[src/rtl/vc_push_cond_if.sv]
// Push-side bundle between the word source/pop logic and vc_push_cond.
// The master drives words and pop strobes; the slave returns push strobes and status.
interface vc_push_cond_if #(
    parameter int WIDTH = 6,
    parameter int DEPTH = 8
);
    localparam int CNT_W = $clog2(DEPTH) + 1;

    logic [WIDTH-1:0] data_in;
    logic             valid_in;
    logic             VC0_rd;
    logic             VC1_rd;
    logic             VC0_wr;
    logic             VC1_wr;
    logic [WIDTH-1:0] VC_data;
    logic [CNT_W-1:0] VC0_count;
    logic [CNT_W-1:0] VC1_count;
    logic             pause;
    logic [7:0]       drop_count;

    modport master (
        output data_in, valid_in, VC0_rd, VC1_rd,
        input  VC0_wr, VC1_wr, VC_data, VC0_count, VC1_count, pause, drop_count
    );

    modport slave (
        input  data_in, valid_in, VC0_rd, VC1_rd,
        output VC0_wr, VC1_wr, VC_data, VC0_count, VC1_count, pause, drop_count
    );
endinterface

[src/rtl/vc_push_cond.sv]
// Write-side controller for the VC0/VC1 FIFOs: classifies, pushes, tracks occupancy, pauses source.
// Define VC_PUSH_DROP_CNT_EN to build the saturating dropped-word counter.
module vc_push_cond #(
    parameter int WIDTH   = 6,
    parameter int CLS_IDX = 4,
    parameter int DEPTH   = 8,
    parameter int HIGH_WM = 6,
    parameter int LOW_WM  = 2
) (
    input  logic          clk,
    input  logic          reset_L,
    vc_push_cond_if.slave bus
);
    localparam int CNT_W = $clog2(DEPTH) + 1;

    typedef enum logic [1:0] {
        ST_INIT   = 2'd0,
        ST_ACTIVE = 2'd1,
        ST_PAUSED = 2'd2
    } state_t;

    state_t                state_q;
    logic                  pause_q;
    logic [1:0]            wr_q;
    logic [WIDTH-1:0]      data_q;
    logic [1:0][CNT_W-1:0] count_q;
    logic [1:0][CNT_W-1:0] count_d;
    logic [1:0]            rd;
    logic [1:0]            push;
    logic [1:0]            pop;
    logic [1:0]            full;
    logic                  accept;
    logic                  cls;
    logic                  any_high;
    logic                  both_low;

    assign accept = bus.valid_in && (state_q != ST_INIT);
    assign cls    = bus.data_in[CLS_IDX];
    assign rd     = {bus.VC1_rd, bus.VC0_rd};

    // Room is judged on the current count, so a same-cycle pop never frees space for a push.
    generate
        for (genvar gi = 0; gi < 2; gi++) begin : g_vc
            localparam logic VC_SEL = (gi != 0);
            assign full[gi]    = (count_q[gi] == CNT_W'(DEPTH));
            assign push[gi]    = accept && (cls == VC_SEL) && !full[gi];
            assign pop[gi]     = rd[gi] && (count_q[gi] != '0);
            assign count_d[gi] = count_q[gi] + CNT_W'(push[gi]) - CNT_W'(pop[gi]);
        end
    endgenerate

    assign any_high = (count_d[0] >= CNT_W'(HIGH_WM)) || (count_d[1] >= CNT_W'(HIGH_WM));
    assign both_low = (count_d[0] <= CNT_W'(LOW_WM)) && (count_d[1] <= CNT_W'(LOW_WM));

    always_ff @(posedge clk or negedge reset_L) begin
        if (!reset_L) begin
            state_q <= ST_INIT;
            pause_q <= 1'b0;
            wr_q    <= '0;
            data_q  <= '0;
            count_q <= '0;
        end else begin
            wr_q    <= push;
            count_q <= count_d;
            if (|push) begin
                data_q <= bus.data_in;
            end
            case (state_q)
                ST_INIT: begin
                    state_q <= ST_ACTIVE;
                    pause_q <= 1'b0;
                end
                ST_ACTIVE: begin
                    if (any_high) begin
                        state_q <= ST_PAUSED;
                        pause_q <= 1'b1;
                    end
                end
                ST_PAUSED: begin
                    if (both_low) begin
                        state_q <= ST_ACTIVE;
                        pause_q <= 1'b0;
                    end
                end
                default: begin
                    state_q <= ST_INIT;
                    pause_q <= 1'b0;
                end
            endcase
        end
    end

    assign bus.VC0_wr    = wr_q[0];
    assign bus.VC1_wr    = wr_q[1];
    assign bus.VC_data   = data_q;
    assign bus.VC0_count = count_q[0];
    assign bus.VC1_count = count_q[1];
    assign bus.pause     = pause_q;

`ifdef VC_PUSH_DROP_CNT_EN
    logic       drop;
    logic [7:0] drop_q;

    assign drop = accept && (push == 2'b00);

    always_ff @(posedge clk or negedge reset_L) begin
        if (!reset_L) begin
            drop_q <= '0;
        end else if (drop && (drop_q != 8'hFF)) begin
            drop_q <= drop_q + 8'd1;
        end
    end

    assign bus.drop_count = drop_q;
`else
    assign bus.drop_count = '0;
`endif

endmodule

[src/flat_wrapper.sv]
// flat-port wrapper written by rule: the top's interface ports become plain ports
module vc_push_cond_flat 
#(
    parameter int WIDTH   = 6,
    parameter int CLS_IDX = 4,
    parameter int DEPTH   = 8,
    parameter int HIGH_WM = 6,
    parameter int LOW_WM  = 2
)
  (clk, reset_L, bus_data_in, bus_valid_in, bus_VC0_rd, bus_VC1_rd, bus_VC0_wr, bus_VC1_wr, bus_VC_data, bus_VC0_count, bus_VC1_count, bus_pause, bus_drop_count);
  vc_push_cond_if #(.WIDTH(WIDTH), .DEPTH(DEPTH)) bus_i ();
  input  logic clk;
  input  logic reset_L;
  input wire logic [$bits(bus_i.data_in)-1:0] bus_data_in;
  input wire logic [$bits(bus_i.valid_in)-1:0] bus_valid_in;
  input wire logic [$bits(bus_i.VC0_rd)-1:0] bus_VC0_rd;
  input wire logic [$bits(bus_i.VC1_rd)-1:0] bus_VC1_rd;
  output wire logic [$bits(bus_i.VC0_wr)-1:0] bus_VC0_wr;
  output wire logic [$bits(bus_i.VC1_wr)-1:0] bus_VC1_wr;
  output wire logic [$bits(bus_i.VC_data)-1:0] bus_VC_data;
  output wire logic [$bits(bus_i.VC0_count)-1:0] bus_VC0_count;
  output wire logic [$bits(bus_i.VC1_count)-1:0] bus_VC1_count;
  output wire logic [$bits(bus_i.pause)-1:0] bus_pause;
  output wire logic [$bits(bus_i.drop_count)-1:0] bus_drop_count;
  assign bus_i.data_in = bus_data_in;
  assign bus_i.valid_in = bus_valid_in;
  assign bus_i.VC0_rd = bus_VC0_rd;
  assign bus_i.VC1_rd = bus_VC1_rd;
  assign bus_VC0_wr = bus_i.VC0_wr;
  assign bus_VC1_wr = bus_i.VC1_wr;
  assign bus_VC_data = bus_i.VC_data;
  assign bus_VC0_count = bus_i.VC0_count;
  assign bus_VC1_count = bus_i.VC1_count;
  assign bus_pause = bus_i.pause;
  assign bus_drop_count = bus_i.drop_count;
  vc_push_cond #(.WIDTH(WIDTH), .CLS_IDX(CLS_IDX), .DEPTH(DEPTH), .HIGH_WM(HIGH_WM), .LOW_WM(LOW_WM)) u_core (.clk(clk), .reset_L(reset_L), .bus(bus_i));
endmodule
[config.mk]
export PLATFORM = sky130hd
export DESIGN_NAME = vc_push_cond_flat
export DESIGN_NICKNAME = d
export VERILOG_FILES = /design/src/rtl/vc_push_cond_if.sv /design/src/rtl/vc_push_cond.sv /design/src/flat_wrapper.sv
export SDC_FILE = /design/constraint.sdc
export NUM_CORES = 1
export LEC_CHECK = 0
export CORE_ASPECT_RATIO = 1.1
export CORE_UTILIZATION = 44
export CTS_CLUSTER_SIZE = 16
export DETAILED_ROUTE_END_ITERATION = 6
export PLACE_DENSITY = 0.78
export SETUP_SLACK_MARGIN = 0.15
export SYNTH_ARGS = -nofsm -noshare
export SYNTH_HDL_FRONTEND = slang
export SYNTH_SLANG_ARGS = --single-unit
[constraint.sdc]
create_clock -name clk -period 3.3 [get_ports clk]
set_clock_uncertainty 0.05 [all_clocks]
set_input_delay 0.825 -clock clk [delete_from_list [all_inputs] [get_ports clk]]
set_output_delay 0.825 -clock clk [all_outputs]
set_load 0.03 [all_outputs]
Yosys cells after proc, flatten, opt, wreduce, memory -nomap -nowiden
Cells that the tools add are included.
- bits in registers: 19
- bits in latches: 0
- bits in writable memories: 0
- memory bits (read-only): 0
- word-level logic and storage cells: 44
- memories kept: 0
- add/subtract/negate cells: 4
- multipliers: 0
- div/mod/pow operators: 0
- $lt $le $gt $ge: 4
- equal/unequal tests: 6
- shift operators: 0
- mux-type cells: 6
- bitwise operators: 1
- reduce and logical (&&, ||, !) cells: 17
- operators with widths (operator ; count):
    4-bit by 1-bit adder with 4-bit output ; 2
    4-bit == test, second input constant ; 2
    4-bit by 3-bit greater-or-equal comparator with 1-bit output, second input constant ; 2
    4-bit by 2-bit <= comparator with 1-bit output, second input constant ; 2
    1-bit logical AND ; 8
    4-bit nonzero test ; 2
    4-bit by 1-bit subtractor with 4-bit output ; 2
    2-bit case mux with 3 select lines ; 1
    2-bit 2-to-1 mux ; 2
    2-bit by 1-bit != test with 1-bit output, second input constant ; 2
    2-bit by 1-bit == test with 1-bit output, second input constant ; 1
    2-bit == test, second input constant ; 1
    1-bit logical NOT ; 2
    2-bit logical NOT ; 1
    1-bit 2-to-1 mux ; 2
    1-bit case mux with 2 select lines ; 1
    2-bit AND reduction ; 1
    2-bit nonzero test ; 1
    2-bit OR reduction ; 1
    1-bit logical OR ; 1
    1-bit NOT ; 1

Depth between registers and ports, before layout
- depth after elaboration: 10
- gate-level depth with buffers: 12

Least setup slack after synthesis
OpenSTA, ideal clock, no wires.
- kind: input to register
- start point: input port bus_VC0_rd
- end point: register u_core.pause_q, in the netlist u_core.bus.pause
- library setup time: 121 ps
- arrival: 2467 ps
- path slack: 662 ps
- stages: 10
- buffers on the path: 0
- cells stage by stage: a21boi_0 > ha_1 > inv_1 > ha_1 > inv_1 > fa_1 > inv_1 > a22oi_1 > a31oi_1 > a22o_1
- RTL lines (what ; line ; text):
    start, declared ; flat_wrapper.sv:16 ; input wire logic [$bits(bus_i.VC0_rd)-1:0] bus_VC0_rd;
    end signal, assigned ; vc_push_cond.sv:58 ; pause_q <= 1'b0;
    end signal, assigned ; vc_push_cond.sv:71 ; pause_q <= 1'b0;
    end signal, assigned ; vc_push_cond.sv:76 ; pause_q <= 1'b1;
    end, declared ; vc_push_cond.sv:23 ; logic pause_q;

==> metrics.md <==
| Metric | Value |
|---|---|
| Outcome | `complete, no violations` |
| DRC viols | `0` |
| Pwr Total | `about 1.6 mW` |
| Initial Util | `46.6%` |
| Final period utilization | `just over 90%` |
| Min-delay src | `u_core.state_q[0]` |
| Deepest clock path buffer count | `2` |
| Max Slew Vio Count | `0` |
| Grt ovf | `0` |
| Worst-Skew Late Latency | `approximately 0.3 ns` |
| WL per Instance | `11.4 um` |
| Ys async rst share | `100%` |
| Row Count | `18` |
| RSZ-0062 raised after global routing | `false` |
| CTS Hold Bufs | `0` |
| M1 WL | `between 700 and 800 um` |
| DR pass1 iterations | `6` |
| Clock slew at reported path FFs | `around 0.10 ns` |
| Total setup buffers inserted after CTS | `0` |
| Worst Path Arrival | `~3.2 ns` |
| Clock sinks | `18` |
| Fmax | `~330 MHz` |
| Post-synth top area share | `between 40 and 50%` |
| Yosys warns | `0` |
| Routed Antenna Nets | `0` |
| Crit path kind | `in2reg` |
| Worst min path class | `reg2reg` |
| Peak VDD IR | `roughly 620 uV` |
| Setup TNS | `0 ns` |
| CP max FO | `3` |
| Final WL | `1.82 mm` |
| Starting DRT DRC Count | `17` |
| Die area | `about 2600 sq um` |
| Die H | `roughly 53 um` |
| Max Used Layer | `met4` |
| Nets@finish | `between 150 and 200` |
| Top FF cell, synth | `dfrtp_1` |
| Number of synthesized flops with an enable pin | `0` |
| CP required | `approximately 3.5 ns` |
| Share of cells above drive strength 1 | `10.0%` |
| Routed vias/inst | `4.80` |
| Via count | `768` |
| Fin crit period | `between 2 and 3 ns` |
| CP Capture Type | `register` |
| WL met3 | `a little over 60 um` |
| First-pass GRT wire length | `3.07 mm` |
| Met2 WL | `approximately 950 um` |
| Crit path from | `bus_data_in[4]` |
| Root Buffer | `clkbuf_4` |
| FF+latch count, synth | `18` |
| Slew HR | `between 40 and 50%` |
| Synth cell types | `21` |
| # setup viols final | `0` |
| Largest net degree at the start of global routing | `19` |
| IO Port Bufs | `27` |
| Avg Inst Size Synth | `approximately 11 sq um` |
| Ant diodes | `0` |
| Number of H-tree levels | `1` |
| Resize count post-CTS | `0` |
| Max-cap violations | `0` |
| Post-synthesis cell count | `99` |
| Sequential cell area fraction in the yosys report | `a little over two fifths` |
| Area growth from synthesis to layout | `30.6%` |
| Total CTS buffers | `3` |
| Io pins | `36` |
| Initial antenna violation count | `0` |
| Slew @ Worst Pin | `0.762 ns` |
| Core area | `around 2200 sq um` |
| Pleak | `around 0.67 nW` |
| Worst reg2reg path startpoint | `u_core.bus.VC1_count[2]` |
| Netlist Area Pre-Place | `just over 1000 sq um` |
| Cell taking the most area after synthesis | `dfrtp_1` |
| Detailed Place HPWL | `about 1.5 mm` |
| Die width | `roughly 48 um` |
| Vias in the first global route | `729` |
| Area contributors post-synth | `dfrtp_1 43%, ha_1 14%, inv_1 7.6%, buf_4 5.8%, mux2_2 5.4%` |
| Tot GR Track Use | `around 17%` |
| TritonCTS clock tree | `built` |
| Routability cong. | `0.809` |
| Final hold violation count | `0` |
| Pwr Density | `1170 nW/um^2` |
| Crit path launch type | `input pin` |
==> area by class of cell <==
cell class	instances	area, sq um
Multi-Input combinational cell	59	477
Sequential cell	18	450
Tap cell	30	37.5
Inverter	21	78.8
Timing Repair Buffer	28	278
Fill cell	194	872
Clock buffer	4	36.3
==> final timing paths <==
kind	end	slack (ns)	cells after the start
max	u_core.bus.pause	0.31	10
min	u_core.state_q[0]	0.45	1
max reg2reg	u_core.bus.pause	0.69	11
min reg2reg	u_core.state_q[0]	0.45	1
max in group asynchronous	u_core.state_q[0]	1.81	1
min in group asynchronous	u_core.bus.VC1_count[0]	0.91	1
==> per-layer routing <==
metal,vias up,global-route usage [%]
li1,372,-
met1,368,16.9
met2,21,31.9
met3,7,2.59
met4,0,13.2
met5,-,0
==> cells by family after synthesis <==
| family | Yosys count | synth area share [%] |
|---|---|---|
| xor gates and xnor gates | 2 | 1.69 |
| buffers and inverters | 29 | 13.4 |
| DFF | 18 | 43.3 |
| adders and majority gates | 14 | 18.3 |
| muxes | 5 | 5.41 |
| AOI/OAI and AO/OA | 16 | 9.87 |
| other | 1 | 0.361 |
| and+or+nand+nor | 14 | 7.70 |
==> report_power, final <==
group	internal, mW	switching, mW
Sequential	0.335	0.0753
Clock	0.0674	0.0705
Combinational	0.449	0.587
Total	0.852	0.733
==> cells in the mapped netlist (2+ instances only) <==
master and number:
inv_1 21, dfrtp_1 18, ha_1 12, buf_4 8
a21oi_1 5, mux2_2 5, nor2_1 4, a21boi_0 3
nand3_1 3, a22oi_1 2, and3_1 2, fa_1 2
nor2b_1 2, o21ai_0 2, o21bai_1 2, or2_2 2
xnor2_1 2
==> cell usage in the layout, fill, tap and decap left out, types with 2 or more instances in the layout <==
master	n
a21boi_0	3
a21oi_1	5
a22oi_1	2
and3_1	2
clkbuf_4	3
clkdlybuf4s50_1	27
conb_1	8
dfrtp_1	18
fa_1	2
ha_1	12
inv_1	21
mux2_2	5
nand3_1	3
nor2_1	4
nor2b_1	2
o21ai_0	2
o21bai_1	2
or2_2	2
xnor2_1	2
==> worst max-delay path: stages <==
cell and delay [ns]:
clkdlybuf4s50_1 0.47, a21boi_0 0.23, nor2b_1 0.24, ha_1 0.20
inv_1 0.06, fa_1 0.49, inv_1 0.08, a22oi_1 0.17
a31oi_1 0.13, a22o_1 0.25
==> registers in the layout (all words and copies together) (netlist names) <==
register              cells
u_core.bus.VC_data        6
u_core.bus.VC0_count      4
u_core.bus.VC1_count      4
u_core.wr_q               2
u_core.bus.pause          1
u_core.state_q            1
==> metrics by stage <==
stage / instance area (sq um) / utilization, % / instances / hold slack (ns) / setup slack (ns)
after floorplan: 1070 / - / 106 / 0.404 / 0.662
after global placement: 1320 / 59.3 / 156 / 0.436 / 0.0921
after detailed placement: 1320 / 59.3 / 156 / 0.432 / 0.00870
after CTS: 1360 / 60.9 / 160 / 0.450 / 0.328
after global routing: 1360 / 60.9 / 160 / 0.464 / 0.174
final: 1360 / 60.9 / 160 / 0.450 / 0.310
Note: power is estimated with default switching activity, not from simulation.
